==> src/rtl/cprv_wb_stage_if.sv <==
// Handshake and bus bundle for the cprv64 write-back stage: mem-stage
// instruction input, data-memory read response and register-file write port.
interface cprv_wb_stage_if #(
  parameter int DATA_WIDTH = 64
);
  logic                  valid_wb_i;
  logic                  ready_wb_o;
  logic [4:0]            rd_addr_wb_i;
  logic                  rd_en_wb_i;
  logic [6:0]            opcode_wb_i;
  logic [2:0]            funct3_wb_i;
  logic [DATA_WIDTH-1:0] alu_out_wb_i;
  logic                  valid_wb_dmem_i;
  logic                  ready_wb_dmem_o;
  logic [DATA_WIDTH-1:0] rdata_dmem_i;
  logic                  rd_we_o;
  logic [4:0]            rd_waddr_o;
  logic [DATA_WIDTH-1:0] rd_wdata_o;

  modport master (
    output valid_wb_i, rd_addr_wb_i, rd_en_wb_i, opcode_wb_i, funct3_wb_i,
           alu_out_wb_i, valid_wb_dmem_i, rdata_dmem_i,
    input  ready_wb_o, ready_wb_dmem_o, rd_we_o, rd_waddr_o, rd_wdata_o
  );

  modport slave (
    input  valid_wb_i, rd_addr_wb_i, rd_en_wb_i, opcode_wb_i, funct3_wb_i,
           alu_out_wb_i, valid_wb_dmem_i, rdata_dmem_i,
    output ready_wb_o, ready_wb_dmem_o, rd_we_o, rd_waddr_o, rd_wdata_o
  );
endinterface

==> src/rtl/cprv_wb_stage.sv <==
// cprv64 write-back stage: retires instructions, formats load data, drives the
// register-file write port. Define CPRV_WB_INSTRET_EN to add the instret_o counter.
module cprv_wb_stage #(
  parameter int       DATA_WIDTH = 64,
  parameter bit [6:0] OPC_LOAD   = 7'b0000011,
  parameter bit [6:0] OPC_STORE  = 7'b0100011,
  parameter bit [6:0] OPC_BRANCH = 7'b1100011
) (
  input  logic             clk,
  input  logic             rst,
`ifdef CPRV_WB_INSTRET_EN
  output logic [63:0]      instret_o,
`endif
  cprv_wb_stage_if.slave   wb
);

  typedef enum logic [0:0] {S_IDLE = 1'b0, S_LOAD_WAIT = 1'b1} state_t;

  state_t                state_q, state_d;
  logic                  rd_we_q, rd_we_d;
  logic [4:0]            rd_waddr_q, rd_waddr_d;
  logic [DATA_WIDTH-1:0] rd_wdata_q, rd_wdata_d;
  logic [4:0]            cap_rd_q, cap_rd_d;
  logic                  cap_en_q, cap_en_d;
  logic [2:0]            cap_funct3_q, cap_funct3_d;
  logic [2:0]            cap_addr_q, cap_addr_d;
  logic                  is_load_s;
  logic                  writes_rd_s;
  logic                  done_s;
  logic                  ready_s;
  logic                  dmem_ready_s;

  // Lane select by address offset, then sign/zero extend by funct3.
  function automatic logic [DATA_WIDTH-1:0] load_fmt(
    input logic [DATA_WIDTH-1:0] rdata,
    input logic [2:0]            f3,
    input logic [2:0]            a
  );
    logic [DATA_WIDTH-1:0] sb, sh, sw;
    sb = rdata >> {a, 3'b000};
    sh = rdata >> {a[2:1], 4'b0000};
    sw = rdata >> {a[2], 5'b00000};
    case (f3)
      3'b000:  load_fmt = {{(DATA_WIDTH-8){sb[7]}}, sb[7:0]};
      3'b001:  load_fmt = {{(DATA_WIDTH-16){sh[15]}}, sh[15:0]};
      3'b010:  load_fmt = {{(DATA_WIDTH-32){sw[31]}}, sw[31:0]};
      3'b011:  load_fmt = rdata;
      3'b100:  load_fmt = {{(DATA_WIDTH-8){1'b0}}, sb[7:0]};
      3'b101:  load_fmt = {{(DATA_WIDTH-16){1'b0}}, sh[15:0]};
      3'b110:  load_fmt = {{(DATA_WIDTH-32){1'b0}}, sw[31:0]};
      default: load_fmt = {DATA_WIDTH{1'b0}};
    endcase
  endfunction

  assign is_load_s   = (wb.opcode_wb_i == OPC_LOAD);
  assign writes_rd_s = wb.rd_en_wb_i && (wb.rd_addr_wb_i != 5'd0) &&
                       (wb.opcode_wb_i != OPC_STORE) && (wb.opcode_wb_i != OPC_BRANCH);

  // Next-state, handshake and write-port logic.
  always_comb begin
    state_d      = state_q;
    rd_we_d      = 1'b0;
    rd_waddr_d   = rd_waddr_q;
    rd_wdata_d   = rd_wdata_q;
    cap_rd_d     = cap_rd_q;
    cap_en_d     = cap_en_q;
    cap_funct3_d = cap_funct3_q;
    cap_addr_d   = cap_addr_q;
    done_s       = 1'b0;
    ready_s      = 1'b0;
    dmem_ready_s = 1'b0;
    case (state_q)
      S_IDLE: begin
        ready_s      = 1'b1;
        dmem_ready_s = wb.valid_wb_i && is_load_s;
        if (wb.valid_wb_i && (!is_load_s || wb.valid_wb_dmem_i)) begin
          done_s  = 1'b1;
          rd_we_d = writes_rd_s;
          if (writes_rd_s) begin
            rd_waddr_d = wb.rd_addr_wb_i;
            rd_wdata_d = is_load_s ?
                         load_fmt(wb.rdata_dmem_i, wb.funct3_wb_i, wb.alu_out_wb_i[2:0]) :
                         wb.alu_out_wb_i;
          end else begin
            rd_waddr_d = rd_waddr_q;
            rd_wdata_d = rd_wdata_q;
          end
        end else if (wb.valid_wb_i) begin
          // Load whose data is not back yet: remember what formatting needs.
          cap_rd_d     = wb.rd_addr_wb_i;
          cap_en_d     = wb.rd_en_wb_i;
          cap_funct3_d = wb.funct3_wb_i;
          cap_addr_d   = wb.alu_out_wb_i[2:0];
          state_d      = S_LOAD_WAIT;
        end else begin
          state_d = S_IDLE;
        end
      end
      S_LOAD_WAIT: begin
        dmem_ready_s = 1'b1;
        if (wb.valid_wb_dmem_i) begin
          done_s  = 1'b1;
          state_d = S_IDLE;
          rd_we_d = cap_en_q && (cap_rd_q != 5'd0);
          if (cap_en_q && (cap_rd_q != 5'd0)) begin
            rd_waddr_d = cap_rd_q;
            rd_wdata_d = load_fmt(wb.rdata_dmem_i, cap_funct3_q, cap_addr_q);
          end else begin
            rd_waddr_d = rd_waddr_q;
            rd_wdata_d = rd_wdata_q;
          end
        end else begin
          state_d = S_LOAD_WAIT;
        end
      end
      default: begin
        state_d = S_IDLE;
      end
    endcase
  end

  // State and write-port registers.
  always_ff @(posedge clk or posedge rst) begin
    if (rst) begin
      state_q      <= S_IDLE;
      rd_we_q      <= 1'b0;
      rd_waddr_q   <= 5'd0;
      rd_wdata_q   <= {DATA_WIDTH{1'b0}};
      cap_rd_q     <= 5'd0;
      cap_en_q     <= 1'b0;
      cap_funct3_q <= 3'd0;
      cap_addr_q   <= 3'd0;
    end else begin
      state_q      <= state_d;
      rd_we_q      <= rd_we_d;
      rd_waddr_q   <= rd_waddr_d;
      rd_wdata_q   <= rd_wdata_d;
      cap_rd_q     <= cap_rd_d;
      cap_en_q     <= cap_en_d;
      cap_funct3_q <= cap_funct3_d;
      cap_addr_q   <= cap_addr_d;
    end
  end

  assign wb.ready_wb_o      = ready_s;
  assign wb.ready_wb_dmem_o = dmem_ready_s;
  assign wb.rd_we_o         = rd_we_q;
  assign wb.rd_waddr_o      = rd_waddr_q;
  assign wb.rd_wdata_o      = rd_wdata_q;

`ifdef CPRV_WB_INSTRET_EN
  logic [63:0] instret_q, instret_d;

  // Retired-instruction count, wrapping naturally at 2^64.
  always_comb begin
    if (done_s) begin
      instret_d = instret_q + 64'd1;
    end else begin
      instret_d = instret_q;
    end
  end

  // Counter register.
  always_ff @(posedge clk or posedge rst) begin
    if (rst) begin
      instret_q <= 64'd0;
    end else begin
      instret_q <= instret_d;
    end
  end

  assign instret_o = instret_q;
`endif

endmodule
==> src/flat_wrapper.sv <==
// flat-port wrapper written by rule: the top's interface ports become plain ports
module cprv_wb_stage_flat 
#(
  parameter int       DATA_WIDTH = 64,
  parameter bit [6:0] OPC_LOAD   = 7'b0000011,
  parameter bit [6:0] OPC_STORE  = 7'b0100011,
  parameter bit [6:0] OPC_BRANCH = 7'b1100011
)
  (clk, rst, wb_valid_wb_i, wb_rd_addr_wb_i, wb_rd_en_wb_i, wb_opcode_wb_i, wb_funct3_wb_i, wb_alu_out_wb_i, wb_valid_wb_dmem_i, wb_rdata_dmem_i, wb_ready_wb_o, wb_ready_wb_dmem_o, wb_rd_we_o, wb_rd_waddr_o, wb_rd_wdata_o);
  cprv_wb_stage_if #(.DATA_WIDTH(DATA_WIDTH)) wb_i ();
  input  logic clk;
  input  logic rst;
  input wire logic [$bits(wb_i.valid_wb_i)-1:0] wb_valid_wb_i;
  input wire logic [$bits(wb_i.rd_addr_wb_i)-1:0] wb_rd_addr_wb_i;
  input wire logic [$bits(wb_i.rd_en_wb_i)-1:0] wb_rd_en_wb_i;
  input wire logic [$bits(wb_i.opcode_wb_i)-1:0] wb_opcode_wb_i;
  input wire logic [$bits(wb_i.funct3_wb_i)-1:0] wb_funct3_wb_i;
  input wire logic [$bits(wb_i.alu_out_wb_i)-1:0] wb_alu_out_wb_i;
  input wire logic [$bits(wb_i.valid_wb_dmem_i)-1:0] wb_valid_wb_dmem_i;
  input wire logic [$bits(wb_i.rdata_dmem_i)-1:0] wb_rdata_dmem_i;
  output wire logic [$bits(wb_i.ready_wb_o)-1:0] wb_ready_wb_o;
  output wire logic [$bits(wb_i.ready_wb_dmem_o)-1:0] wb_ready_wb_dmem_o;
  output wire logic [$bits(wb_i.rd_we_o)-1:0] wb_rd_we_o;
  output wire logic [$bits(wb_i.rd_waddr_o)-1:0] wb_rd_waddr_o;
  output wire logic [$bits(wb_i.rd_wdata_o)-1:0] wb_rd_wdata_o;
  assign wb_i.valid_wb_i = wb_valid_wb_i;
  assign wb_i.rd_addr_wb_i = wb_rd_addr_wb_i;
  assign wb_i.rd_en_wb_i = wb_rd_en_wb_i;
  assign wb_i.opcode_wb_i = wb_opcode_wb_i;
  assign wb_i.funct3_wb_i = wb_funct3_wb_i;
  assign wb_i.alu_out_wb_i = wb_alu_out_wb_i;
  assign wb_i.valid_wb_dmem_i = wb_valid_wb_dmem_i;
  assign wb_i.rdata_dmem_i = wb_rdata_dmem_i;
  assign wb_ready_wb_o = wb_i.ready_wb_o;
  assign wb_ready_wb_dmem_o = wb_i.ready_wb_dmem_o;
  assign wb_rd_we_o = wb_i.rd_we_o;
  assign wb_rd_waddr_o = wb_i.rd_waddr_o;
  assign wb_rd_wdata_o = wb_i.rd_wdata_o;
  cprv_wb_stage #(.DATA_WIDTH(DATA_WIDTH), .OPC_LOAD(OPC_LOAD), .OPC_STORE(OPC_STORE), .OPC_BRANCH(OPC_BRANCH)) u_core (.clk(clk), .rst(rst), .wb(wb_i));
endmodule
==> config.mk <==
export PLATFORM = sky130hd
export DESIGN_NAME = cprv_wb_stage_flat
export DESIGN_NICKNAME = d
export VERILOG_FILES = /design/src/rtl/cprv_wb_stage_if.sv /design/src/rtl/cprv_wb_stage.sv /design/src/flat_wrapper.sv
export SDC_FILE = /design/constraint.sdc
export NUM_CORES = 1
export LEC_CHECK = 0
export CORE_ASPECT_RATIO = 1.4
export CORE_UTILIZATION = 49
export CTS_CLUSTER_DIAMETER = 100
export DETAILED_ROUTE_END_ITERATION = 10
export PLACE_DENSITY = 0.94
export SYNTH_ARGS = -nofsm -noshare
export SYNTH_HDL_FRONTEND = slang
export SYNTH_SLANG_ARGS = --single-unit
==> constraint.sdc <==
create_clock -name clk -period 3.6 [get_ports clk]
set_input_delay 0.9 -clock clk [delete_from_list [all_inputs] [get_ports clk]]
set_output_delay 0.9 -clock clk [all_outputs]
set_load 0.01 [all_outputs]
==> flow_metrics.tcl <==
set metrics [dict create \
    cts_made_buffers 9 \
    via_per_inst 6.995 \
    fp.coreArea_sq_um 14570 \
    slowest_delay_ns 0.53 \
    cts-root-buf "clkbuf_16" \
    first_pass_iters 8 \
    crit_required_ns 2.70 \
    worstSetupPathType "in2out" \
    globalplace.congestion 1.074 \
    cts_resized 0 \
    async_flop_share 1.000 \
    setup_ws_ns 0.1290 \
    netlist_area_sq_um 7396 \
    routed_wl_um 32430 \
    stdcell_count 1274 \
    synth_edf_count 0 \
    antenna_left 0 \
    synth-seq-cells 83 \
    yosys.cell_types.count 77 \
    post-route-util 0.7070 \
    p_int_uw 2247 \
    drcViolationCount 0 \
    cts.clk_slew.worst_paths_ns 0.06 \
    htree_levels 3 \
    start_util 0.5075 \
    final_nets 1228 \
    dp_hpwl_um 23620 \
    hp-class "reg2reg" \
    die-area_sq_um 15600 \
    cts_tree "built" \
    cp-start-kind "input pin" \
    grtUsageTotal 0.4159 \
    dominantRegCellSynth "dfrtp_1" \
    cts_hold_buf 0 \
    peakVddDrop_uv 217.6 \
    powerDensity_nw_per_um2 321.9 \
    p_seq_frac 0.345 \
    synth_nets 1021 \
    drt_iter0_markers 896 \
    yosysSeqAreaShare 0.2808 \
    status "complete, no violations" \
    antenna_found_initial 1 \
    place_area_sq_um 10000 \
    grt_pass1_vias 8661 \
    maxCapViolations 0 \
    cts_buffer_depth 2 \
    port_buffers 219 \
    clk-insertion-delay-late_ns 0.35 \
    post-place-ws_ns 0.1498 \
    slew_viol_final 0 \
    layout-drive-gt1-share 0.1355 \
    setup_viol 0 \
    finalHoldViolations 0 \
    cp_max_fo 3 \
    fin_crit_ns 3.471 \
    tightest_slew_ns 1.106 \
    row_count 52 \
    yosys_warnings 0 \
    grt_start_max_net_pins 85 \
    final.setup_skew_ns 0.01135 \
    p_leak_uw 0.003977 \
    fp.dieH_um 147.4 \
    io_pins 220 \
    diodes 0 \
    postCtsSetupRepairBufs 0 \
    timing.critical_path.buf_inv 2 \
    post-route-period-util 0.9642 \
    critical_path.cell_chain "clkdlybuf4s50_1, nand3b_1, nor4b_4, nand2_1, nand2_1, clkdlybuf4s50_1" \
    rsz0062_at_grt "no" \
    grt_pass1_wl_um 49410 \
    fmax_mhz 288.1 \
    power.switching_uw 1069 \
    die_x_um 105.8 \
    wl_per_cell_um 25.45 \
    comb_power_share 0.363 \
    syn_avg_cell_area_sq_um 8.472 \
    finalInstanceArea_sq_um 10300 \
    vias 8911 \
    slew_headroom 0.2630 \
    critPathTopFamily "buffers and inverters" \
    crit_arrival_ns 2.57 \
    crit_slowest_cell "clkdlybuf4s50_1" \
    r2r_setup_slack_ns 0.31 \
    clockPowerShare 0.292 \
    placed_cells 1258 \
    grt.overflow.total 0 \
    fin_tns_setup_ns 0 \
    end_kind "primary output" \
    p_sw_frac 0.3224 \
    synth_cells 873 \
    area_growth_pct 39.32 \
    clkSinkCount 83 \
]
==> cells in the mapped netlist (all sizes together) (3+ instances only) <==
cell type | instances | area share
buf | 48 | 0.039
and2 | 6 | 0.0051
a31o | 6 | 0.0071
a221oi | 7 | 0.0083
a31oi | 12 | 0.010
a41oi | 34 | 0.040
a211oi | 10 | 0.010
nand2b | 10 | 0.0085
o22ai | 4 | 0.0034
or3 | 7 | 0.0059
a22o | 11 | 0.013
a22oi | 17 | 0.017
o21a | 4 | 0.0041
nor2b | 11 | 0.0093
o221ai | 14 | 0.017
a21o | 3 | 0.0030
clkbuf | 42 | 0.021
a21bo | 3 | 0.0041
nor3 | 15 | 0.011
mux2 | 35 | 0.054
o32ai | 3 | 0.0036
a2bb2oi | 3 | 0.0036
o2bb2ai | 7 | 0.0083
a21boi | 4 | 0.0041
a211o | 18 | 0.021
mux4 | 6 | 0.018
inv | 11 | 0.0056
or2 | 3 | 0.0025
nand3b | 7 | 0.0071
a32oi | 5 | 0.0059
a2111oi | 5 | 0.0059
a32o | 8 | 0.011
a221o | 32 | 0.043
nand2 | 99 | 0.050
o21ai | 23 | 0.016
o211ai | 8 | 0.0081
a222oi | 7 | 0.0095
mux2i | 42 | 0.057
dfrtp | 83 | 0.28
and3b | 5 | 0.0059
nor2 | 66 | 0.033
a21oi | 85 | 0.063
nand3 | 15 | 0.011
nor3b | 5 | 0.0058
==> registers in the layout, summed over array words and instances (netlist names) <==
register	cells
u_core.state_q	1
u_core.cap_funct3_q	3
u_core.cap_en_q	1
u_core.cap_addr_q	3
u_core.wb.rd_waddr_o	5
u_core.cap_rd_q	5
u_core.wb.rd_we_o	1
u_core.wb.rd_wdata_o	64
==> per-stage QoR <==
| stage | power, uW | hold WS [ns] |
|---|---|---|
| final | 3317 | 0.4822 |
| after floorplan | 1674 | 0.4801 |
| after global routing | 3439 | 0.5179 |
| after global placement | 2313 | 0.4673 |
| after detailed placement | 2331 | 0.4748 |
| after CTS | 3295 | 0.4890 |
==> cell usage in the layout, fill, tap and decap left out, types with 18 or more instances in the layout <==
master and n:
clkdlybuf4s50_1 218, nand2_1 99, dfrtp_1 83, a21oi_1 81
nor2_1 66, buf_4 59, mux2i_1 42, mux2_2 34
a41oi_1 34, a221o_1 32, o21ai_0 21, a211o_1 18
==> path summary, 6_finish.rpt <==
check,start,cells past startpoint,endpoint
worst max-delay path,wb_opcode_wb_i[3],6,wb_ready_wb_dmem_o
worst min-delay path,u_core.wb.rd_waddr_o[4]$_DFFE_PP0P_,2,u_core.wb.rd_waddr_o[4]$_DFFE_PP0P_
worst max register to register,u_core.cap_addr_q[1]$_DFFE_PP0P_,5,u_core.wb.rd_wdata_o[9]$_DFFE_PP0P_
worst min register to register,u_core.wb.rd_waddr_o[4]$_DFFE_PP0P_,2,u_core.wb.rd_waddr_o[4]$_DFFE_PP0P_
max in group asynchronous,rst,3,u_core.wb.rd_wdata_o[51]$_DFFE_PP0P_
min in group asynchronous,rst,2,u_core.wb.rd_wdata_o[2]$_DFFE_PP0P_
==> power groups by stage <==
| stage | sequential [uW] | combinational (uW) | clock, uW |
|---|---|---|---|
| final | 1140 | 1200 | 968 |
| after global routing | 1160 | 1260 | 1020 |
| after CTS | 1140 | 1180 | 974 |
| after detailed placement | 1160 | 1170 | 0 |
| after global placement | 1160 | 1160 | 0 |
| after floorplan | 1190 | 487 | 0 |
==> worst register-to-register path: stages, from the launching register on <==
cell	delay, ns
dfrtp_1	0.77
clkinv_1	0.54
a31o_2	0.42
a222oi_1	0.90
a21oi_1	0.15
or3_1	0.39
==> logic make-up (layout without fill, tap and decap cells) <==
logic type             count (synthesis)  after routing  synth area share
buffers and inverters                102            314           0.06615
flip-flops                            83             83            0.2808
AND/OR/NAND/NOR                      260            260            0.1690
AO/OA/AOI/OAI                        345            345            0.3551
multiplexers                          83             83            0.1289
==> area by class of cell <==
cell class / count / area (sq um)
Timing Repair Buffer: 286 / 2790
Tap cell: 189 / 236.5
Clock inverter: 5 / 61.31
Clock buffer: 11 / 242.7
Sequential cell: 83 / 2077
Inverter: 12 / 46.29
Multi-Input combinational cell: 688 / 4850
Fill cell: 1158 / 4270
==> layer usage <==
layer,vias to the layer above,GRT usage,routed length (um)
li1,3834,-,-
met4,2,0.2757,2191
met3,148,0.1060,3977
met2,711,0.6448,14900
met1,4216,0.5083,11350
met5,-,0,13
Power figures use the tool's default switching activity.
